==> config.mk <==
export PLATFORM = sky130hd
export DESIGN_NAME = fetch_unit
export DESIGN_NICKNAME = d
export VERILOG_FILES = /design/src/rtl/isa_pkg.sv /design/src/rtl/pc_next.sv /design/src/rtl/fetch_unit.sv
export SDC_FILE = /design/constraint.sdc
export NUM_CORES = 1
export LEC_CHECK = 0
export CAP_MARGIN = 20
export CORE_UTILIZATION = 35
export DETAILED_ROUTE_END_ITERATION = 7
export PLACE_DENSITY = 0.61
export SLEW_MARGIN = 20
export SYNTH_ARGS = -nofsm -noshare
export SYNTH_HDL_FRONTEND = slang
export SYNTH_HIERARCHICAL = 1
export SYNTH_SLANG_ARGS = --single-unit
==> constraint.sdc <==
create_clock -name CLK -period 7.3 [get_ports CLK]
set_input_delay 0.73 -clock CLK [delete_from_list [all_inputs] [get_ports CLK]]
set_output_delay 0.73 -clock CLK [all_outputs]
set_load 0.005 [all_outputs]
==> src/rtl/isa_pkg.sv <==
// Shared ISA definitions: opcode values, instruction field positions and the
// fetch state encoding used by the fetch responder.
package isa_pkg;

   // Opcode values carried in the top nibble of every instruction word
   localparam logic [3:0] OP_NOOP = 4'h0;
   localparam logic [3:0] OP_LOD  = 4'h1;
   localparam logic [3:0] OP_STR  = 4'h2;
   localparam logic [3:0] OP_BRA  = 4'h4;
   localparam logic [3:0] OP_BRR  = 4'h5;
   localparam logic [3:0] OP_BNE  = 4'h6;
   localparam logic [3:0] OP_ALU  = 4'h8;
   localparam logic [3:0] OP_HLT  = 4'hF;

   // Instruction word layout
   localparam int INSTR_W    = 32;
   localparam int OPCODE_MSB = 31;
   localparam int OPCODE_LSB = 28;
   localparam int MM_MSB     = 27;
   localparam int MM_LSB     = 24;

   // Addressing-mode value selecting an immediate operand
   localparam logic [3:0] AM_IMM = 4'h8;

   // Fetch sequencer states
   typedef enum logic [1:0] {
      FS_IDLE = 2'd0,
      FS_REQ  = 2'd1,
      FS_WAIT = 2'd2,
      FS_HOLD = 2'd3
   } fetch_state_t;

   function automatic logic [3:0] opcode_of(input logic [INSTR_W-1:0] word);
      return word[OPCODE_MSB:OPCODE_LSB];
   endfunction

   function automatic logic [3:0] mm_of(input logic [INSTR_W-1:0] word);
      return word[MM_MSB:MM_LSB];
   endfunction

endpackage

==> src/rtl/pc_next.sv <==
// Next program-counter selector: hold, increment, absolute or relative branch.
// A branch always wins over the increment; relative arithmetic wraps at PC_W.
module pc_next #(
   parameter int PC_W = 16
) (
   input  logic [PC_W-1:0] pc,
   input  logic [PC_W-1:0] rel_base,
   input  logic [PC_W-1:0] br_target,
   input  logic            incr,
   input  logic            br_en,
   input  logic            br_mode,
   output logic [PC_W-1:0] next_pc
);

   // Select the PC value to be loaded at the next edge
   always_comb begin
      // NOTE: assign a default before any branch so no path leaves next_pc unassigned (otherwise a latch is inferred).
      next_pc = pc;
      if (br_en) begin
         next_pc = br_mode ? (rel_base + br_target) : br_target;
      end else if (incr) begin
         next_pc = pc + PC_W'(1);
      end
   end

endmodule

==> src/rtl/fetch_unit.sv <==
// Instruction-fetch responder: owns the PC, issues one instruction-memory read
// per fetch request, captures the returned word and applies branch updates.
module fetch_unit
   import isa_pkg::*;
#(
   parameter int              PC_W     = 16,
   parameter logic [PC_W-1:0] RESET_PC = '0
) (
   input  logic                CLK,
   input  logic                RST,
   input  logic                FETCH_REQ,
   input  logic                BR_TAKE,
   input  logic                BR_MODE,
   input  logic [PC_W-1:0]     BR_TARGET,
   output logic                IMEM_REQ,
   output logic [PC_W-1:0]     IMEM_ADDR,
   input  logic                IMEM_RVALID,
   input  logic [INSTR_W-1:0]  IMEM_RDATA,
   output logic [INSTR_W-1:0]  INSTR,
   output logic [3:0]          OPCODE,
   output logic [3:0]          MM,
   output logic [PC_W-1:0]     INSTR_PC,
   output logic                INSTR_VALID,
   output logic                BUSY,
   output logic                HALTED
);

   fetch_state_t    state;
   logic [PC_W-1:0] pc;

   // Branch requested while a fetch is outstanding, applied at capture
   logic            pend_valid;
   logic            pend_mode;
   logic [PC_W-1:0] pend_target;

   logic            capture;
   logic            idle_or_hold;
   logic            start_fetch;

   logic            sel_incr;
   logic            sel_br_en;
   logic            sel_mode;
   logic [PC_W-1:0] sel_target;
   logic [PC_W-1:0] sel_rel_base;
   logic [PC_W-1:0] next_pc;

   assign capture      = (state == FS_WAIT) && IMEM_RVALID;
   assign idle_or_hold = (state == FS_IDLE) || (state == FS_HOLD);
   assign start_fetch  = idle_or_hold && FETCH_REQ && !HALTED;

   // Steer the next-PC mux: capture increments (a fresh or pending branch overrides),
   // idle/hold applies a direct branch relative to the held instruction's address
   always_comb begin
      sel_incr     = 1'b0;
      sel_br_en    = 1'b0;
      sel_mode     = BR_MODE;
      sel_target   = BR_TARGET;
      sel_rel_base = INSTR_PC;
      if (capture) begin
         sel_incr     = 1'b1;
         sel_rel_base = pc;
         if (BR_TAKE) begin
            sel_br_en = 1'b1;
         end else if (pend_valid) begin
            sel_br_en  = 1'b1;
            sel_mode   = pend_mode;
            sel_target = pend_target;
         end
      end else if (idle_or_hold) begin
         sel_br_en = BR_TAKE;
      end
   end

   pc_next #(
      .PC_W (PC_W)
   ) u_pc_next (
      .pc        (pc),
      .rel_base  (sel_rel_base),
      .br_target (sel_target),
      .incr      (sel_incr),
      .br_en     (sel_br_en),
      .br_mode   (sel_mode),
      .next_pc   (next_pc)
   );

   // Fetch sequencer with registered memory strobe, captured instruction and status
   always_ff @(posedge CLK) begin
      if (RST) begin
         // NOTE: sequential state uses non-blocking assignments so every register samples pre-edge values.
         state       <= FS_IDLE;
         pc          <= RESET_PC;
         pend_valid  <= 1'b0;
         pend_mode   <= 1'b0;
         pend_target <= '0;
         IMEM_REQ    <= 1'b0;
         IMEM_ADDR   <= '0;
         INSTR       <= '0;
         INSTR_PC    <= '0;
         INSTR_VALID <= 1'b0;
         BUSY        <= 1'b0;
         HALTED      <= 1'b0;
      end else begin
         pc <= next_pc;
         case (state)
            FS_IDLE, FS_HOLD: begin
               if (start_fetch) begin
                  state       <= FS_REQ;
                  IMEM_REQ    <= 1'b1;
                  IMEM_ADDR   <= next_pc;
                  BUSY        <= 1'b1;
                  INSTR_VALID <= 1'b0;
               end
            end
            FS_REQ: begin
               IMEM_REQ <= 1'b0;
               state    <= FS_WAIT;
               if (BR_TAKE) begin
                  pend_valid  <= 1'b1;
                  pend_mode   <= BR_MODE;
                  pend_target <= BR_TARGET;
               end
            end
            FS_WAIT: begin
               if (capture) begin
                  INSTR       <= IMEM_RDATA;
                  INSTR_PC    <= pc;
                  INSTR_VALID <= 1'b1;
                  BUSY        <= 1'b0;
                  pend_valid  <= 1'b0;
                  state       <= FS_HOLD;
                  if (opcode_of(IMEM_RDATA) == OP_HLT) begin
                     HALTED <= 1'b1;
                  end
               end else if (BR_TAKE) begin
                  pend_valid  <= 1'b1;
                  pend_mode   <= BR_MODE;
                  pend_target <= BR_TARGET;
               end
            end
            default: state <= FS_IDLE;
         endcase
      end
   end

   assign OPCODE = opcode_of(INSTR);
   assign MM     = mm_of(INSTR);

endmodule
## After elaboration in Yosys (flattened, before gate mapping)

Cells that the tools add are included.
W data, S select, Z words.

| storage, ports and cells | value |
|---|---|
| bits in registers | 104 |
| input port bits | 54 |
| word-level logic and storage cells | 72 |
| output and inout bits | 76 |

| cells by class | value |
|---|---|
| equality and inequality tests | 7 |
| muxes and demuxes | 34 |
| reduce and logical (&&, ||, !) cells | 17 |
| add/sub/neg operators | 2 |

Operators by type and width:

| operator | number |
|---|---|
| $mux W16 | 9 |
| $pmux W16 S2 | 1 |
| $add A16 B1 Y16 const B | 1 |
| $add A16 B16 Y16 | 1 |
| $mux W1 | 16 |
| $pmux W1 S2 | 5 |
| $reduce_and A2 Y1 | 5 |
| $ne A2 B2 Y1 const B | 3 |
| $pmux W2 S3 | 1 |
| $reduce_and A3 Y1 | 2 |
| $reduce_bool A2 Y1 | 3 |
| $eq A2 B2 Y1 const B | 2 |
| $eq A4 B4 Y1 const B | 1 |
| $mux W2 | 2 |
| $logic_and A1 B1 Y1 | 3 |
| $eq A2 B1 Y1 const B | 1 |
| $logic_not A2 Y1 | 1 |
| $reduce_or A2 Y1 | 1 |
| $logic_not A1 Y1 | 1 |
| $logic_or A1 B1 Y1 | 1 |

## Longest topological paths before layout

| depth | value |
|---|---|
| word-level depth | 6 |
| gate-level depth with buffers | 17 |
| depth with buffers taken out | 16 |

## Modules after synthesis

The synthesis kept the hierarchy.

Modules (own cells, without submodules):

| module | cells an instance | instances | sequential area each (um2) | area each (um2) |
|---|---|---|---|---|
| fetch_unit | 439 | 1 | 2082.0 | 4050.1 |
| pc_next | 198 | 1 | 0.0 | 1361.3 |

## Worst setup path after synthesis

OpenSTA, ideal clock, no wires.

| timing path | value |
|---|---|
| path type | input port to flip-flop |
| start point | input port IMEM_RVALID |
| end point | register pc[14] |
| stages on the path | 13 |
| path buffers | 1 |
| data arrival time | 3399 ps |
| path slack | 3773 ps |
| required time | 7172 ps |
| setup time | 128 ps |
| cells stage by stage | nand2_2 -> inv_2 -> buf_2 -> mux2_2 -> ha_1 -> fa_1 -> a21o_1 -> a311o_1 -> a31oi_1 -> o21ai_1 -> xor2_1 -> o21a_1 -> nor2b_1 |

| between the ends | value |
|---|---|
| word-level cells in the longest chain between the ends | 5 |
| elaborated cells between the ends (all ways) | 10 |
| classes of those cells | add/sub (1); mux (8); reduce/logical (1) |

RTL lines:

| element | line | RTL |
|---|---|---|
| start, declared | fetch_unit.sv:17 | `input logic IMEM_RVALID,` |
| $logic_and A1 B1 Y1 | fetch_unit.sv:47 | `assign capture = (state == FS_WAIT) && IMEM_RVALID;` |
| $mux W16 | fetch_unit.sv:59 | `if (capture) begin` |
| named net sel_rel_base[0] | fetch_unit.sv:44 | `logic [PC_W-1:0] sel_rel_base;` |
| $add A16 B16 Y16 | pc_next.sv:20 | `next_pc = br_mode ? (rel_base + br_target) : br_target;` |
| $mux W16 | pc_next.sv:20 |  |
| $mux W16 | pc_next.sv:19 | `if (br_en) begin` |
| named net next_pc[14] | fetch_unit.sv:45 | `logic [PC_W-1:0] next_pc;` |
| end signal, assigned | fetch_unit.sv:103 | `pc <= next_pc;` |
| end, declared | fetch_unit.sv:29 | `logic [PC_W-1:0] pc;` |

The timed path passes the listed nets, and every way through them passes these cells.
A chain may end at the register's enable or synchronous reset.

## Final worst setup path

| timing path | value |
|---|---|
| start point | input port IMEM_RVALID |
| end point | register IMEM_ADDR[13] |

| between the ends | value |
|---|---|
| word-level cells in the longest chain between the ends | 5 |
| elaborated cells between the ends (all ways) | 10 |
| classes of those cells | add/sub (1); mux (8); reduce/logical (1) |

RTL lines:

| element | line | RTL |
|---|---|---|
| $logic_and A1 B1 Y1 | fetch_unit.sv:47 |  |
| $mux W16 | fetch_unit.sv:59 |  |
| named net sel_rel_base[6] | fetch_unit.sv:44 |  |
| $add A16 B16 Y16 | pc_next.sv:20 |  |
| $mux W16 | pc_next.sv:20 |  |
| $mux W16 | pc_next.sv:19 |  |
| named net next_pc[13] | fetch_unit.sv:45 |  |
| end signal, assigned | fetch_unit.sv:109 | `IMEM_ADDR <= next_pc;` |
| end, declared | fetch_unit.sv:16 | `output logic [PC_W-1:0] IMEM_ADDR,` |

The timed path passes the listed nets, and every way through them passes these cells.

==> impl_metrics.json <==
{
  "slew_headroom_pct": 37.8,
  "die_x_um": 126,
  "ant_nets": 0,
  "synth-seq-cells": 104,
  "arrival_ns": 5.17,
  "firstDrtPassIters": 4,
  "path_buf_inv": 3,
  "row_count": 45,
  "clock_sinks": 104,
  "post_drt_wl_per_cell_um": 15.8,
  "insertion_delay_ns": 0.36,
  "grt_pass1_wl_um": 23100,
  "synth_common_cells": "nand2_1, dfxtp_1, a21oi_1",
  "hold_buffers": 0,
  "clockBufferDepth": 2,
  "worstMarginPinSlew_ns": 0.932,
  "maxSlewViolCount": 0,
  "cts_root_buf": "clkbuf_16",
  "core_mm2": 0.0151,
  "nFillCells": 1483,
  "cellPowerDensity_mw_per_mm2": 293,
  "die_h_um": 126,
  "async_flop_share_pct": 0,
  "drc": 0,
  "cts_tree": "built",
  "first_iter_violations": 270,
  "yosysSeqAreaShare_pct": 38.5,
  "crit_fanout": 75,
  "areaGrowthSynthToFinish_pct": 29.9,
  "fin_crit_ns": 4.89,
  "status": "finished, final reports clean",
  "grtUsageTotal_pct": 18.5,
  "hpwl_um": 10700,
  "port_buffers": 129,
  "synth_top_area_share_pct": 38.5,
  "num_vias": 4885,
  "pin_count": 130,
  "yosys_most_used_dff": "dfxtp_1",
  "antenna_cells": 0,
  "rsz0062_at_grt": "false",
  "hold_viol": 0,
  "clk_pin_slew_ns": 0.08,
  "start_util_pct": 35.7,
  "tns_ns": 0,
  "avgSynthCellArea_um2": 8.50,
  "max_stage_delay_ns": 0.63,
  "yosys_warnings": 6,
  "grt_max_degree": 91,
  "fmax_mhz": 204,
  "min_path_type": "flip-flop to flip-flop",
  "crit_type": "input pin to flip-flop",
  "post-route-util_pct": 46.4,
  "yosysUniqueCellTypes": 63,
  "p_leak_nw": 2.72,
  "cts_max_level": 3,
  "fin_crit_sh_pct": 67.0,
  "finalNetCount": 809,
  "end_kind": "flip-flop",
  "post_cts_resized": 0,
  "vias_per_cell": 5.26,
  "grt-ovfl-total": 0,
  "crit_path_start_kind": "input pin",
  "numCtsBuffers": 9,
  "die-area_mm2": 0.0160,
  "vdd_ir_drop_max_uv": 141,
  "crit_path_cell_trace": "clkdlybuf4s50_1 > nand2_2 > inv_2 > buf_4 > mux2_2 > ha_1 > a21oi_2 > o211ai_1 > a41o_1 > a311o_1 > and4_4 > nor3_2 > nand2_1 > a21oi_1",
  "grt_pass1_vias": 4587,
  "synth_edf_count": 0,
  "multi_input_area_mm2": 0.00305,
  "synth_area_mm2": 0.00541,
  "synth.area.top_cells": "dfxtp_1, a21oi_1, nand2_1",
  "required_ns": 7.58,
  "finClkSkew_ns": 0.0122,
  "netlist_instances": 637,
  "antenna_found_initial": 0,
  "seqCellArea_mm2": 0.00208,
  "drv_cap": 0,
  "globalplace.congestion": 0.897,
  "synth_top_area_cell": "dfxtp_1",
  "slowest_stage": "buf_4",
  "cp_top_family": "buffers and inverters",
  "layout-drive-gt1-share_pct": 8.92,
  "synth_most_common_cell": "nand2_1",
  "drt-total-wl_um": 14700,
  "final-setup-viol-count": 0,
  "postCtsSetupBuffers": 0,
  "syn_nets": 711
}
## registers in the layout, indices dropped and copies added, names as in the netlist
name	count
state	2
pc	16
INSTR_VALID	1
INSTR_PC	16
pend_mode	1
pend_valid	1
BUSY	1
pend_target	16
HALTED	1
IMEM_REQ	1
INSTR	32
IMEM_ADDR	16
## cells by family after synthesis
family,after synthesis,synth area share (%)
and+or+nand+nor,216,20.3
AOI/OAI and AO/OA,176,19.0
DFF,104,38.5
buffers and inverters,60,5.20
muxes,37,8.32
xor gates and xnor gates,24,3.88
adders and majority gates,20,4.76
## per-layer routing
layer	global-route usage, %	vias up	wire [µm]	share of wire [%]
met1	22.3	2313	6390	43
met3	5.48	23	946	6.4
met2	30.9	141	7010	48
met4	7.23	0	357	2.4
met5	0	-	0	0
li1	-	2408	-	-
## through the flow
stage | hold WS [ns] | power [mW] | worst slack (ns) | std cells | area [µm²]
after floorplan | 0.451 | 1.29 | 3.77 | 637 | 5410
after global placement | 0.443 | 1.57 | 2.09 | 912 | 6730
after detailed placement | 0.448 | 1.58 | 2.02 | 912 | 6730
after CTS | 0.461 | 2.08 | 2.39 | 928 | 7030
after global routing | 0.477 | 2.20 | 2.06 | 928 | 7030
final | 0.459 | 2.06 | 2.41 | 928 | 7030
## tightest hold or removal path, delay by kind of cell, from the launching register on
family	cells	cell delay (ns)
compound gates	1	0.05
flops	1	0.31
simple gates	1	0.05
## layout by cell type (no fill, tap or decap), drive strengths merged, types with 3 or more instances in the layout
| cell type | count |
|---|---|
| clkdlybuf4s50 | 128 |
| nand2 | 111 |
| dfxtp | 104 |
| a21oi | 92 |
| o21ai | 38 |
| mux2 | 34 |
| nor2b | 19 |
| ha | 19 |
| inv | 19 |
| and2 | 17 |
| or3b | 17 |
| nor2 | 16 |
| xnor2 | 13 |
| xor2 | 11 |
| a21o | 10 |
| clkbuf | 10 |
| and3 | 7 |
| nand3 | 6 |
| a31oi | 5 |
| a211oi | 5 |
| buf | 5 |
| o211ai | 5 |
| nand4 | 4 |
| nand2b | 3 |
| or3 | 3 |
| mux2i | 3 |
| nand3b | 3 |
| nor3 | 3 |
## final timing paths
path	from	end	slack [ns]	cells past startpoint
worst min register to register	IMEM_ADDR[2]	IMEM_ADDR[2]	0.46	2
worst min-delay path	IMEM_ADDR[2]	IMEM_ADDR[2]	0.46	2
worst max register to register	state[0]	IMEM_ADDR[13]	2.55	15
worst max-delay path	IMEM_RVALID	IMEM_ADDR[13]	2.41	14
## report_power, final
group	switching (mW)	total [mW]	internal [mW]
registers	0.0867	0.770	0.683
logic	0.427	0.800	0.372
clock network	0.239	0.488	0.250
total	0.753	2.06	1.30
## final cells by class
| cell class | instances | area share (%) |
|---|---|---|
| Clock inverter | 6 | 0.801 |
| Sequential cell | 104 | 29.6 |
| Tap cell | 188 | 3.35 |
| Inverter | 14 | 0.748 |
| Clock buffer | 10 | 3.40 |
| Multi-Input combinational cell | 473 | 43.4 |
| Timing Repair Buffer | 133 | 18.7 |
Note: power is estimated with default switching activity, not from simulation.
